`config.mk`:
```
export PLATFORM = sky130hd
export DESIGN_NAME = control_banco_flat
export DESIGN_NICKNAME = d
export VERILOG_FILES = /design/src/rtl/control_banco_pkg.sv /design/src/rtl/control_banco_if.sv /design/src/rtl/control_banco_alu.sv /design/src/rtl/control_banco.sv /design/src/flat_wrapper.sv
export SDC_FILE = /design/constraint.sdc
export NUM_CORES = 1
export LEC_CHECK = 0
export CAP_MARGIN = 10
export CORE_MARGIN = 10
export CORE_UTILIZATION = 40
export DETAILED_ROUTE_END_ITERATION = 12
export HOLD_SLACK_MARGIN = 0.1
export PLACE_DENSITY_LB_ADDON = 0.2
export SYNTH_ARGS = -nofsm -noshare
export SYNTH_HDL_FRONTEND = slang
export SYNTH_HIERARCHICAL = 1
export SYNTH_SLANG_ARGS = --single-unit
```
`constraint.sdc`:
```
create_clock -name clk -period 4.8 [get_ports clk]
set_input_delay 0.96 -clock clk [delete_from_list [all_inputs] [get_ports clk]]
set_output_delay 0.96 -clock clk [all_outputs]
set_load 0.03 [all_outputs]
```
`src/rtl/control_banco_pkg.sv`:
```
// Shared types and default widths for the control_banco register-file sequencer.
package control_banco_pkg;

    localparam int N_DEF = 3;
    localparam int W_DEF = 3;

    typedef enum logic [2:0] {
        OP_ADD = 3'd0,
        OP_SUB = 3'd1,
        OP_AND = 3'd2,
        OP_OR  = 3'd3,
        OP_XOR = 3'd4,
        OP_LDI = 3'd5,
        OP_NOP = 3'd6
    } op_t;

    typedef enum logic [1:0] {
        IDLE  = 2'd0,
        READ  = 2'd1,
        EXEC  = 2'd2,
        WRITE = 2'd3
    } state_t;

    // Opcodes 6 and 7 are both NOP; everything up to LDI commits a result.
    function automatic logic op_writes(input logic [2:0] op);
        return op <= 3'(OP_LDI);
    endfunction

endpackage

```
`src/rtl/control_banco_if.sv`:
```
// Register-file port set: one write port and two combinational read ports.
interface control_banco_if
    import control_banco_pkg::*;
#(
    parameter int N = N_DEF,
    parameter int W = W_DEF
);

    logic         we;
    logic [N-1:0] addr_rd;
    logic [W-1:0] data_in;
    logic [N-1:0] addr_rs1;
    logic [N-1:0] addr_rs2;
    logic [W-1:0] rs1;
    logic [W-1:0] rs2;

    modport master (
        output we, addr_rd, data_in, addr_rs1, addr_rs2,
        input  rs1, rs2
    );

    modport slave (
        input  we, addr_rd, data_in, addr_rs1, addr_rs2,
        output rs1, rs2
    );

endinterface

```
`src/rtl/control_banco_alu.sv`:
```
// Combinational ALU for control_banco; all arithmetic wraps modulo 2**W.
module alu_banco
    import control_banco_pkg::*;
#(
    parameter int W = W_DEF
) (
    input  logic [2:0]   op,
    input  logic [W-1:0] a,
    input  logic [W-1:0] b,
    input  logic [W-1:0] imm,
    output logic [W-1:0] y
);

    always_comb begin
        y = '0;
        case (op)
            OP_ADD:  y = a + b;
            OP_SUB:  y = a - b;
            OP_AND:  y = a & b;
            OP_OR:   y = a | b;
            OP_XOR:  y = a ^ b;
            OP_LDI:  y = imm;
            default: y = '0;
        endcase
    end

endmodule

```
`src/rtl/control_banco.sv`:
```
// Read-then-write sequencer driving the register file: one operation per four cycles.
//   state | meaning
//   IDLE  | waiting for in_valid, request fields latched on accept
//   READ  | read addresses driven, operands captured at end of cycle
//   EXEC  | ALU result registered into the write-back outputs
//   WRITE | write port active (unless rd=0 or NOP), done pulses
module control_banco
    import control_banco_pkg::*;
#(
    parameter int N = N_DEF,
    parameter int W = W_DEF
) (
    input  logic            clk,
    input  logic            rst,
    input  logic            in_valid,
    output logic            in_ready,
    input  logic [2:0]      in_op,
    input  logic [N-1:0]    in_rd,
    input  logic [N-1:0]    in_rs1,
    input  logic [N-1:0]    in_rs2,
    input  logic [W-1:0]    in_imm,
    control_banco_if.master rf,
    output logic            done,
    output logic [W-1:0]    result,
    output logic            zero
);

    localparam logic [1:0] S_IDLE  = 2'(IDLE);
    localparam logic [1:0] S_READ  = 2'(READ);
    localparam logic [1:0] S_EXEC  = 2'(EXEC);
    localparam logic [1:0] S_WRITE = 2'(WRITE);

    logic [1:0]   state;
    logic [2:0]   op_q;
    logic [N-1:0] rd_q;
    logic [W-1:0] imm_q;
    logic [W-1:0] a_q;
    logic [W-1:0] b_q;
    logic [W-1:0] alu_y;

    alu_banco #(.W(W)) u_alu (
        .op  (op_q),
        .a   (a_q),
        .b   (b_q),
        .imm (imm_q),
        .y   (alu_y)
    );

    assign in_ready = (state == S_IDLE) && !rst;

    // Read addresses double as the rs1/rs2 latches and hold outside READ.
    always_ff @(posedge clk or posedge rst) begin
        if (rst) begin
            state       <= S_IDLE;
            op_q        <= '0;
            rd_q        <= '0;
            imm_q       <= '0;
            a_q         <= '0;
            b_q         <= '0;
            rf.we       <= 1'b0;
            rf.addr_rd  <= '0;
            rf.data_in  <= '0;
            rf.addr_rs1 <= '0;
            rf.addr_rs2 <= '0;
            done        <= 1'b0;
            result      <= '0;
            zero        <= 1'b0;
        end else begin
            rf.we <= 1'b0;
            done  <= 1'b0;
            case (state)
                S_IDLE: begin
                    if (in_valid) begin
                        op_q        <= in_op;
                        rd_q        <= in_rd;
                        imm_q       <= in_imm;
                        rf.addr_rs1 <= in_rs1;
                        rf.addr_rs2 <= in_rs2;
                        state       <= S_READ;
                    end
                end
                S_READ: begin
                    a_q   <= rf.rs1;
                    b_q   <= rf.rs2;
                    state <= S_EXEC;
                end
                S_EXEC: begin
                    rf.we      <= (rd_q != '0) && op_writes(op_q);
                    rf.addr_rd <= rd_q;
                    rf.data_in <= alu_y;
                    result     <= alu_y;
                    zero       <= (alu_y == '0);
                    done       <= 1'b1;
                    state      <= S_WRITE;
                end
                S_WRITE: state <= S_IDLE;
                default: state <= S_IDLE;
            endcase
        end
    end

endmodule
```
`src/flat_wrapper.sv`:
```
// flat-port wrapper written by rule: the top's interface ports become plain ports
module control_banco_flat import control_banco_pkg::*;
#(
    parameter int N = N_DEF,
    parameter int W = W_DEF
)
  (clk, rst, in_valid, in_ready, in_op, in_rd, in_rs1, in_rs2, in_imm, done, result, zero, rf_we, rf_addr_rd, rf_data_in, rf_addr_rs1, rf_addr_rs2, rf_rs1, rf_rs2);
  control_banco_if #(.N(N), .W(W)) rf_i ();
  input  logic clk;
  input  logic rst;
  input  logic in_valid;
  output logic in_ready;
  input  logic [2:0] in_op;
  input  logic [N-1:0] in_rd;
  input  logic [N-1:0] in_rs1;
  input  logic [N-1:0] in_rs2;
  input  logic [W-1:0] in_imm;
  output logic done;
  output logic [W-1:0] result;
  output logic zero;
  output wire logic [$bits(rf_i.we)-1:0] rf_we;
  output wire logic [$bits(rf_i.addr_rd)-1:0] rf_addr_rd;
  output wire logic [$bits(rf_i.data_in)-1:0] rf_data_in;
  output wire logic [$bits(rf_i.addr_rs1)-1:0] rf_addr_rs1;
  output wire logic [$bits(rf_i.addr_rs2)-1:0] rf_addr_rs2;
  input wire logic [$bits(rf_i.rs1)-1:0] rf_rs1;
  input wire logic [$bits(rf_i.rs2)-1:0] rf_rs2;
  assign rf_we = rf_i.we;
  assign rf_addr_rd = rf_i.addr_rd;
  assign rf_data_in = rf_i.data_in;
  assign rf_addr_rs1 = rf_i.addr_rs1;
  assign rf_addr_rs2 = rf_i.addr_rs2;
  assign rf_i.rs1 = rf_rs1;
  assign rf_i.rs2 = rf_rs2;
  control_banco #(.N(N), .W(W)) u_core (.clk(clk), .rst(rst), .in_valid(in_valid), .in_ready(in_ready), .in_op(in_op), .in_rd(in_rd), .in_rs1(in_rs1), .in_rs2(in_rs2), .in_imm(in_imm), .rf(rf_i), .done(done), .result(result), .zero(zero));
endmodule
```
==> results.txt, run 1 <==
Remaining DRCs -> 0
Leakage -> 1.03 nW
Clock Pin Slew Worst Setup and Hold Paths -> 0.07 ns
max cap viols -> 0
status -> finished, final reports clean
crit end category -> output port
first-pass GRT wire length -> 5930 um
class of the worst hold path -> reg2reg
CTS buffer count -> 5
hold path startpoint -> u_core/imm_q[2]
Placer Congestion -> 0.724
flop2flop setup slack -> 2.27 ns
most common cell after layout, fill and taps aside -> clkdlybuf4s50_1
part of the power in combinational logic -> 53.3%
Yosys warnings -> 6
Syn Inst Count -> 125
Chip Height -> 84.3 um
number of synthesized flops with an enable pin -> 0
CTS Hold Bufs -> 0
Routed WL -> 3340 um
Hold WS -> 0.494 ns
fin cells -> 219
Seq/Total Area, Yosys -> 48.5%
Core Rows -> 23
number of global-route vias before repair -> 1195
TritonRoute pass-1 iters -> 4
placed wire-length estimate -> 2550 um
Clock power frac -> 15.4%
Slew Viols, Final -> 0
most frequent cells in the layout -> clkdlybuf4s50_1, dfrtp_1, ha_1
Synth Register Bits -> 32
final setup vio count -> 0
Tcrit/Tclk final -> 65.4%
clk root buf -> clkbuf_8
sw power -> 0.000652 W
Mapped Nets -> 162
WS Path Type -> in2out
port bufs -> 42
Mapped Area -> 1650 sq um
CP max FO -> 2
peak supply drop -> 0.000369 V
Yosys top cell area share -> 48.5%
wire per inst -> 15.3 um
Fmax -> 318 MHz
part of the power in registers -> 31.3%
Distinct cells, synth -> 27
via count -> 1035
r2r endpoint -> u_core/zero
Worst EP arrival -> 2.18 ns
Setup WS pre-CTS -> 1.65 ns
IO Pins -> 43
Hold EP -> u_core/imm_q[2]
Crit path required time -> 3.84 ns
Most used DFF post-synth -> dfrtp_1
vias per inst -> 4.73
RSZ-0062 raised after global routing -> no
fin crit period -> 3.14 ns
Clock Skews -> 0.00821 ns
Least-Margin Pin Slew -> 0.460 ns
initial core utilization -> 41.3%
grt ovf -> 0
hold depth -> 1
n_diodes -> 0
setup TNS -> 0 ns
postcts setup bufs -> 0
final setup margin -> 1.66 ns
Async SR Flop Fraction -> 100%
aggregate global-route resource usage -> 10.3%
Sw Share -> 38.5%
pwr dens -> 766 nW/um^2
Slew HR -> 69.2%
R2R cell count -> 9
final hold violations -> 0
CTS resizes -> 0
area delta synth->final -> 33.8%
reg2reg start -> u_core/op_q[1]
crit start category -> primary input
remaining antenna violation count -> 0
Core Area -> 4000 sq um
Avg Cell Area, Syn -> 13.2 sq um
CTS tree -> yes
initial antenna violation count -> 0
Nets -> 205
Layout fillers -> 333
DR iter-0 viols -> 47
Die Area -> 7100 sq um
die extent in x -> 84.3 um
worst skew pair latency -> 0.29 ns
H-tree Lvls -> 2
largest net degree at the start of global routing -> 33
CTS max path bufs -> 2
biggest area consumer among synthesized cells -> dfrtp_1
Sink Count -> 32
layout cells sized above 1 -> 20.1%
top cells by area, synth -> dfrtp_1, ha_1, mux2_4, mux2_2, mux2_1
Int Power -> 0.00104 W
placed cells -> 211
## flip-flops by register name, summed over array words and instances, names as in the netlist, 3 cells and up
| signal | count |
|---|---|
| u_core/result | 3 |
| u_core/rf.addr_rd | 3 |
| u_core/rf.addr_rs2 | 3 |
| u_core/op_q | 3 |
| u_core/rf.addr_rs1 | 3 |
| u_core/imm_q | 3 |
| u_core/rd_q | 3 |
| u_core/b_q | 3 |
| u_core/a_q | 3 |
## cell usage after synthesis, drive strengths merged, types with 2 or more instances
| library cell | n |
|---|---|
| nor2 | 5 |
| buf | 6 |
| o22ai | 2 |
| inv | 11 |
| or2 | 2 |
| dfrtp | 32 |
| a31oi | 3 |
| ha | 12 |
| nand2 | 5 |
| mux2 | 29 |
| nor2b | 4 |
| mux2i | 4 |
| nand2b | 2 |
## per-stage QoR
stage	util, %	total power [W]	cell area, sq um
after global routing	55.2	0.00183	2210
after CTS	55.2	0.00172	2210
after global placement	52.4	0.00142	2090
final	55.2	0.00169	2210
after detailed placement	52.4	0.00145	2090
after floorplan	-	0.00118	1650
## worst max-delay path, cell delays in order
cell and delay [ns]:
clkdlybuf4s50_1 0.42, nor2b_1 0.11, clkdlybuf4s50_1 0.69
## power by group through the flow
stage / logic [W] / clock network (W) / registers, W
final: 0.000902 / 0.000261 / 0.000530
after CTS: 0.000919 / 0.000267 / 0.000534
after global placement: 0.000886 / 0 / 0.000530
after global routing: 0.000995 / 0.000281 / 0.000558
after floorplan: 0.000557 / 0 / 0.000618
after detailed placement: 0.000908 / 0 / 0.000539
## worst max path at each step
stage	from	to	cells after the start
finish	rst	in_ready	3
detailed placement	rst	in_ready	3
global placement	rst	in_ready	3
CTS	rst	in_ready	3
global route	rst	in_ready	3
floorplan	rst	in_ready	1
## kinds of logic after synthesis
kind of cell,Yosys count,synth area share [%]
xor+xnor,2,1.89
fa+ha+maj,13,10.3
mux,33,24.5
simple gates,19,5.91
buf+inv,18,5.38
compound gates,8,3.56
flops,32,48.5
## metal layers
| layer | track usage (%) | up-vias | share of wire, % |
|---|---|---|---|
| li1 | - | 504 | - |
| met2 | 16.5 | 22 | 50 |
| met3 | 5.12 | 5 | 6.5 |
| met5 | 0 | - | 0 |
| met4 | 4.26 | 0 | 1.4 |
| met1 | 11.2 | 504 | 42 |
## cell type report
cell class / instances / area (sq um) / share of cell area, %
Clock buffer: 5 / 68.8 / 3.11
Clock inverter: 3 / 46.3 / 2.10
Timing Repair Buffer: 43 / 428 / 19.4
Tap cell: 50 / 62.6 / 2.83
Inverter: 11 / 41.3 / 1.87
Sequential cell: 32 / 801 / 36.2
Multi-Input combinational cell: 75 / 762 / 34.5
No activity file was read; power rests on OpenSTA's default activity.
==> inputs of run 2 (changes only) <==
==> constraint.sdc (replaced) <==
create_clock -name clk -period 3.2 [get_ports clk]
set_input_delay 0.64 -clock clk [delete_from_list [all_inputs] [get_ports clk]]
set_output_delay 0.64 -clock clk [all_outputs]
set_load 0.03 [all_outputs]
==> run 2 against run 1 <==
Effect of this change:
- sequential power up 51%
- combinational power up 53%
- worst hold slack better by 0.0059 ns
- design area down 0.34%
- count of clock-buffer cells in the layout up 1
- largest cell class unchanged
- via count up 1.1%
- utilization down 0.19 points
- clock power up 44%
==> results.txt, run 2 (same netlist as run 1, synthesis figures left out) <==
Core Area -> 4000 sq um
crit start category -> flip-flop
flop2flop setup slack -> 0.65 ns
R2R cell count -> 9
Clock Pin Slew Worst Setup and Hold Paths -> 0.07 ns
hold depth -> 1
WS Path Type -> reg2reg
Least-Margin Pin Slew -> 0.502 ns
initial antenna violation count -> 0
Nets -> 205
class of the worst hold path -> reg2reg
layout cells sized above 1 -> 19.5%
hold path startpoint -> u_core/imm_q[2]
Hold EP -> u_core/imm_q[2]
setup TNS -> 0 ns
port bufs -> 42
CTS max path bufs -> 2
pwr dens -> 1160 nW/um^2
IO Pins -> 43
Sw Share -> 38.8%
grt ovf -> 0
Slew HR -> 65.6%
peak supply drop -> 0.000565 V
max cap viols -> 0
Placer Congestion -> 0.744
Sink Count -> 32
most frequent cells in the layout -> clkdlybuf4s50_1, dfrtp_1, ha_1
crit end category -> flip-flop
final setup vio count -> 0
reg2reg start -> u_core/op_q[1]
Remaining DRCs -> 0
Leakage -> 1.03 nW
largest net degree at the start of global routing -> 33
Slew Viols, Final -> 0
aggregate global-route resource usage -> 10.8%
r2r endpoint -> u_core/zero
Fmax -> 392 MHz
clk root buf -> clkbuf_8
TritonRoute pass-1 iters -> 4
final hold violations -> 0
Int Power -> 0.00157 W
Total Power -> 0.00256 W
via count -> 1046
Chip Height -> 84.3 um
sw power -> 0.000992 W
n_diodes -> 0
H-tree Lvls -> 2
status -> finished, final reports clean
initial core utilization -> 41.3%
Routed WL -> 3630 um
Crit path required time -> 3.42 ns
Worst EP arrival -> 2.77 ns
vias per inst -> 4.78
Clock Skews -> 0.00407 ns
Tcrit/Tclk final -> 79.8%
CTS Hold Bufs -> 0
Core Rows -> 23
die extent in x -> 84.3 um
part of the power in combinational logic -> 54.0%
first-pass GRT wire length -> 6180 um
wire per inst -> 16.6 um
fin crit period -> 2.55 ns
remaining antenna violation count -> 0
most common cell after layout, fill and taps aside -> clkdlybuf4s50_1
Die Area -> 7100 sq um
RSZ-0062 raised after global routing -> no
CTS tree -> yes
number of global-route vias before repair -> 1201
postcts setup bufs -> 0
area delta synth->final -> 33.3%
DR iter-0 viols -> 41
CTS buffer count -> 5
CP max FO -> 10
worst skew pair latency -> 0.28 ns
Clock power frac -> 14.7%
part of the power in registers -> 31.3%
placed wire-length estimate -> 2730 um
CTS resizes -> 0
-- run 2: cell types whose count changed in the layout (fill, tap and decap cells not counted), sizes merged --
| cell | previous run | this run |
|---|---|---|
| clkbuf | 5 | 6 |
| clkinv | 0 | 1 |
| clkinvlp | 1 | 0 |
| inv | 12 | 11 |
-- run 2: layer usage --
| layer | part of all wire, % | GRT usage (%) |
|---|---|---|
| met3 | 5.3 | 4.73 |
| met2 | 56 | 19.3 |
| met4 | 0.41 | 3.20 |
| met5 | 0 | 0 |
| met1 | 38 | 11.1 |
-- run 2: per-stage QoR --
step / hold WS [ns] / util, % / instance area [sq um] / setup WS (ns) / std cells
after floorplan: 0.464 / - / 1650 / 0.960 / 125
after global placement: 0.475 / 52.4 / 2090 / 0.708 / 211
after detailed placement: 0.484 / 52.4 / 2090 / 0.705 / 211
after CTS: 0.501 / 55.1 / 2200 / 0.667 / 219
after global routing: 0.532 / 55.1 / 2200 / 0.484 / 219
final: 0.500 / 55.1 / 2200 / 0.647 / 219
-- run 2: critical path: stages (launching register included) --
cell and delay (ns):
dfrtp_1 0.49, nor2_1 0.18, nand2_1 0.09, mux2i_1 0.18
fa_1 0.44, xnor2_1 0.21, xnor3_1 0.24, a211o_1 0.31
nor3_1 0.19, mux2_1 0.15
-- run 2: area by class of cell --
class	count	area [sq um]
clock inverter	2	35.0
fill	334	1800
clock buffer	6	72.6
timing repair buffer	43	428
multi-input combinational	75	762
sequential	32	801
inverter	11	41.3
tap	50	62.6
-- run 2: power groups by stage --
stage,combinational [W],sequential [W],clock (W)
after floorplan,0.000835,0.000928,0
final,0.00138,0.000801,0.000376
after global routing,0.00151,0.000842,0.000408
after CTS,0.00140,0.000804,0.000388
after detailed placement,0.00137,0.000806,0
after global placement,0.00133,0.000792,0
-- run 2: worst max-delay path by stage --
stage | start | to | slack (ns) | cells past startpoint
finish | u_core/op_q[1] | u_core/zero | 0.65 | 9
floorplan | u_core/op_q[1] | u_core/result[2] | 0.96 | 8
global route | u_core/op_q[1] | u_core/zero | 0.48 | 9
CTS | u_core/op_q[1] | u_core/zero | 0.67 | 9
detailed placement | rst | in_ready | 0.71 | 3
global placement | rst | in_ready | 0.71 | 3
==> inputs of run 3 (changes only) <==
==> constraint.sdc (replaced) <==
create_clock -name clk -period 2.3 [get_ports clk]
set_input_delay 0.46 -clock clk [delete_from_list [all_inputs] [get_ports clk]]
set_output_delay 0.46 -clock clk [all_outputs]
set_load 0.03 [all_outputs]
==> run 3 against run 2 <==
Effect of this change:
- via count rose by 3.5%
- wire length rose by 0.30%
- clock power rose by 44%
- power rose by 44%
- register-to-register slack got worse by 0.51 ns
- clock skew rose by 0.0011 ns
- fmax rose by 18%
- worst setup slack got worse by 0.51 ns
- die area did not move
- critical path type unchanged
==> results.txt, run 3 (same netlist as run 1, synthesis figures left out) <==
status -> finished, final reports clean
crit path from -> u_core/b_q[1]
setup TNS -> 0 ns
RSZ-0062 raised after global routing -> no
Core Area -> 4000 sq um
area occupied by multi-input gates -> 782 sq um
peak supply drop -> 0.000668 V
Crit path required time -> 2.48 ns
port bufs -> 42
Fmax -> 461 MHz
Tcrit/Tclk final -> 94.2%
reg2reg start -> u_core/b_q[1]
remaining antenna violation count -> 0
crit start category -> flip-flop
Routed WL -> 3640 um
aggregate global-route resource usage -> 10.8%
part of the power in registers -> 28.3%
Leakage -> 1.06 nW
WS Path Type -> reg2reg
Int Power -> 0.00226 W
Slew Viols, Final -> 0
H-tree Lvls -> 2
initial core utilization -> 41.3%
CTS max path bufs -> 2
most frequent cells in the layout -> clkdlybuf4s50_1, dfrtp_1, ha_1
final setup vio count -> 0
crit end category -> flip-flop
Chip Height -> 84.3 um
TritonRoute pass-1 iters -> 4
Nets -> 211
Clock Pin Slew Worst Setup and Hold Paths -> 0.07 ns
Placer Congestion -> 0.774
Worst EP arrival -> 2.35 ns
CTS Hold Bufs -> 0
pwr dens -> 1630 nW/um^2
fin crit period -> 2.17 ns
worst skew pair latency -> 0.29 ns
layout cells sized above 1 -> 25.7%
CTS tree -> yes
Critical path destination -> u_core/result[2]
vias per inst -> 4.81
placed wire-length estimate -> 2790 um
n_diodes -> 0
die extent in x -> 84.3 um
sw power -> 0.00143 W
Clock Skews -> 0.00513 ns
Slew HR -> 68.5%
Remaining DRCs -> 0
postcts setup bufs -> 0
part of the power in combinational logic -> 57.1%
Core Rows -> 23
Sw Share -> 38.7%
design area -> 2270 sq um
R2R cell count -> 8
largest net degree at the start of global routing -> 33
most common cell after layout, fill and taps aside -> clkdlybuf4s50_1
class of the worst hold path -> reg2reg
DP Area -> 2140 sq um
Clock power frac -> 14.6%
IO Pins -> 43
final hold violations -> 0
Layout fillers -> 345
r2r endpoint -> u_core/result[2]
Sink Count -> 32
Least-Margin Pin Slew -> 0.471 ns
number of global-route vias before repair -> 1225
clk root buf -> clkbuf_8
register area -> 801 sq um
via count -> 1083
grt ovf -> 0
area delta synth->final -> 37.4%
first-pass GRT wire length -> 6210 um
Die Area -> 7100 sq um
initial antenna violation count -> 0
wire per inst -> 16.2 um
DR iter-0 viols -> 37
CTS buffer count -> 5
flop2flop setup slack -> 0.13 ns
max cap viols -> 0
CP max FO -> 2
-- run 3: power groups by stage --
stage | registers [W] | clock network, W | logic, W
finish | 0.00104 | 0.000540 | 0.00211
global route | 0.00109 | 0.000592 | 0.00229
CTS | 0.00104 | 0.000555 | 0.00207
detailed placement | 0.00105 | 0 | 0.00205
global placement | 0.00103 | 0 | 0.00201
floorplan | 0.00129 | 0 | 0.00116
-- run 3: per-stage QoR --
stage / setup slack (ns) / cells / util [%] / hold WS, ns / power, W
global placement: 0.0657 / 217 / 53.5 / 0.477 / 0.00304
global route: 0.0213 / 225 / 56.7 / 0.535 / 0.00397
CTS: 0.000590 / 225 / 56.2 / 0.511 / 0.00367
floorplan: 0.0603 / 125 / - / 0.464 / 0.00245
detailed placement: 0.0370 / 217 / 53.5 / 0.490 / 0.00310
finish: 0.132 / 225 / 56.7 / 0.503 / 0.00369
-- run 3: timing repair --
item                       in CTS  in global routing
hold endpoints to repair        0                  0
gates resized for setup         1                  5
pin swaps                       0                  4
setup endpoints to repair       1                  3
-- run 3: final cells by class --
| class | instances | area share, % |
|---|---|---|
| inverter | 11 | 1.82 |
| tap | 50 | 2.76 |
| timing repair buffer | 49 | 20.8 |
| sequential | 32 | 35.3 |
| clock inverter | 3 | 1.87 |
| clock buffer | 5 | 3.03 |
| multi-input combinational | 75 | 34.5 |
-- run 3: worst max-delay path, stage by stage, from the launching register on --
cell and delay, ns:
dfrtp_1 0.35, inv_1 0.07, ha_1 0.29, mux2i_2 0.07, fa_2 0.33, xnor2_1 0.16, xnor3_1 0.24, a211o_1 0.29
mux2_2 0.27
-- run 3: worst min path at each step --
stage	start	depth (start not counted)	slack [ns]	endpoint
2_1_floorplan	u_core/imm_q[2]	1	0.46	u_core/imm_q[2]
4_1_cts	u_core/zero	1	0.51	u_core/zero
3_5_place_dp	u_core/zero	1	0.49	u_core/zero
6_report	u_core/zero	1	0.50	u_core/zero
5_1_grt	u_core/rf.addr_rd[0]	1	0.54	u_core/rf.addr_rd[0]
3_3_place_gp	u_core/rf.addr_rs1[0]	1	0.48	u_core/rf.addr_rs1[0]
-- run 3: routing by layer --
metal	routed length, um	vias up	global-route usage, %
li1	-	519	-
met4	54	0	4.11
met5	0	-	0
met3	158	7	4.15
met1	1490	531	11.7
met2	1930	26	18.7
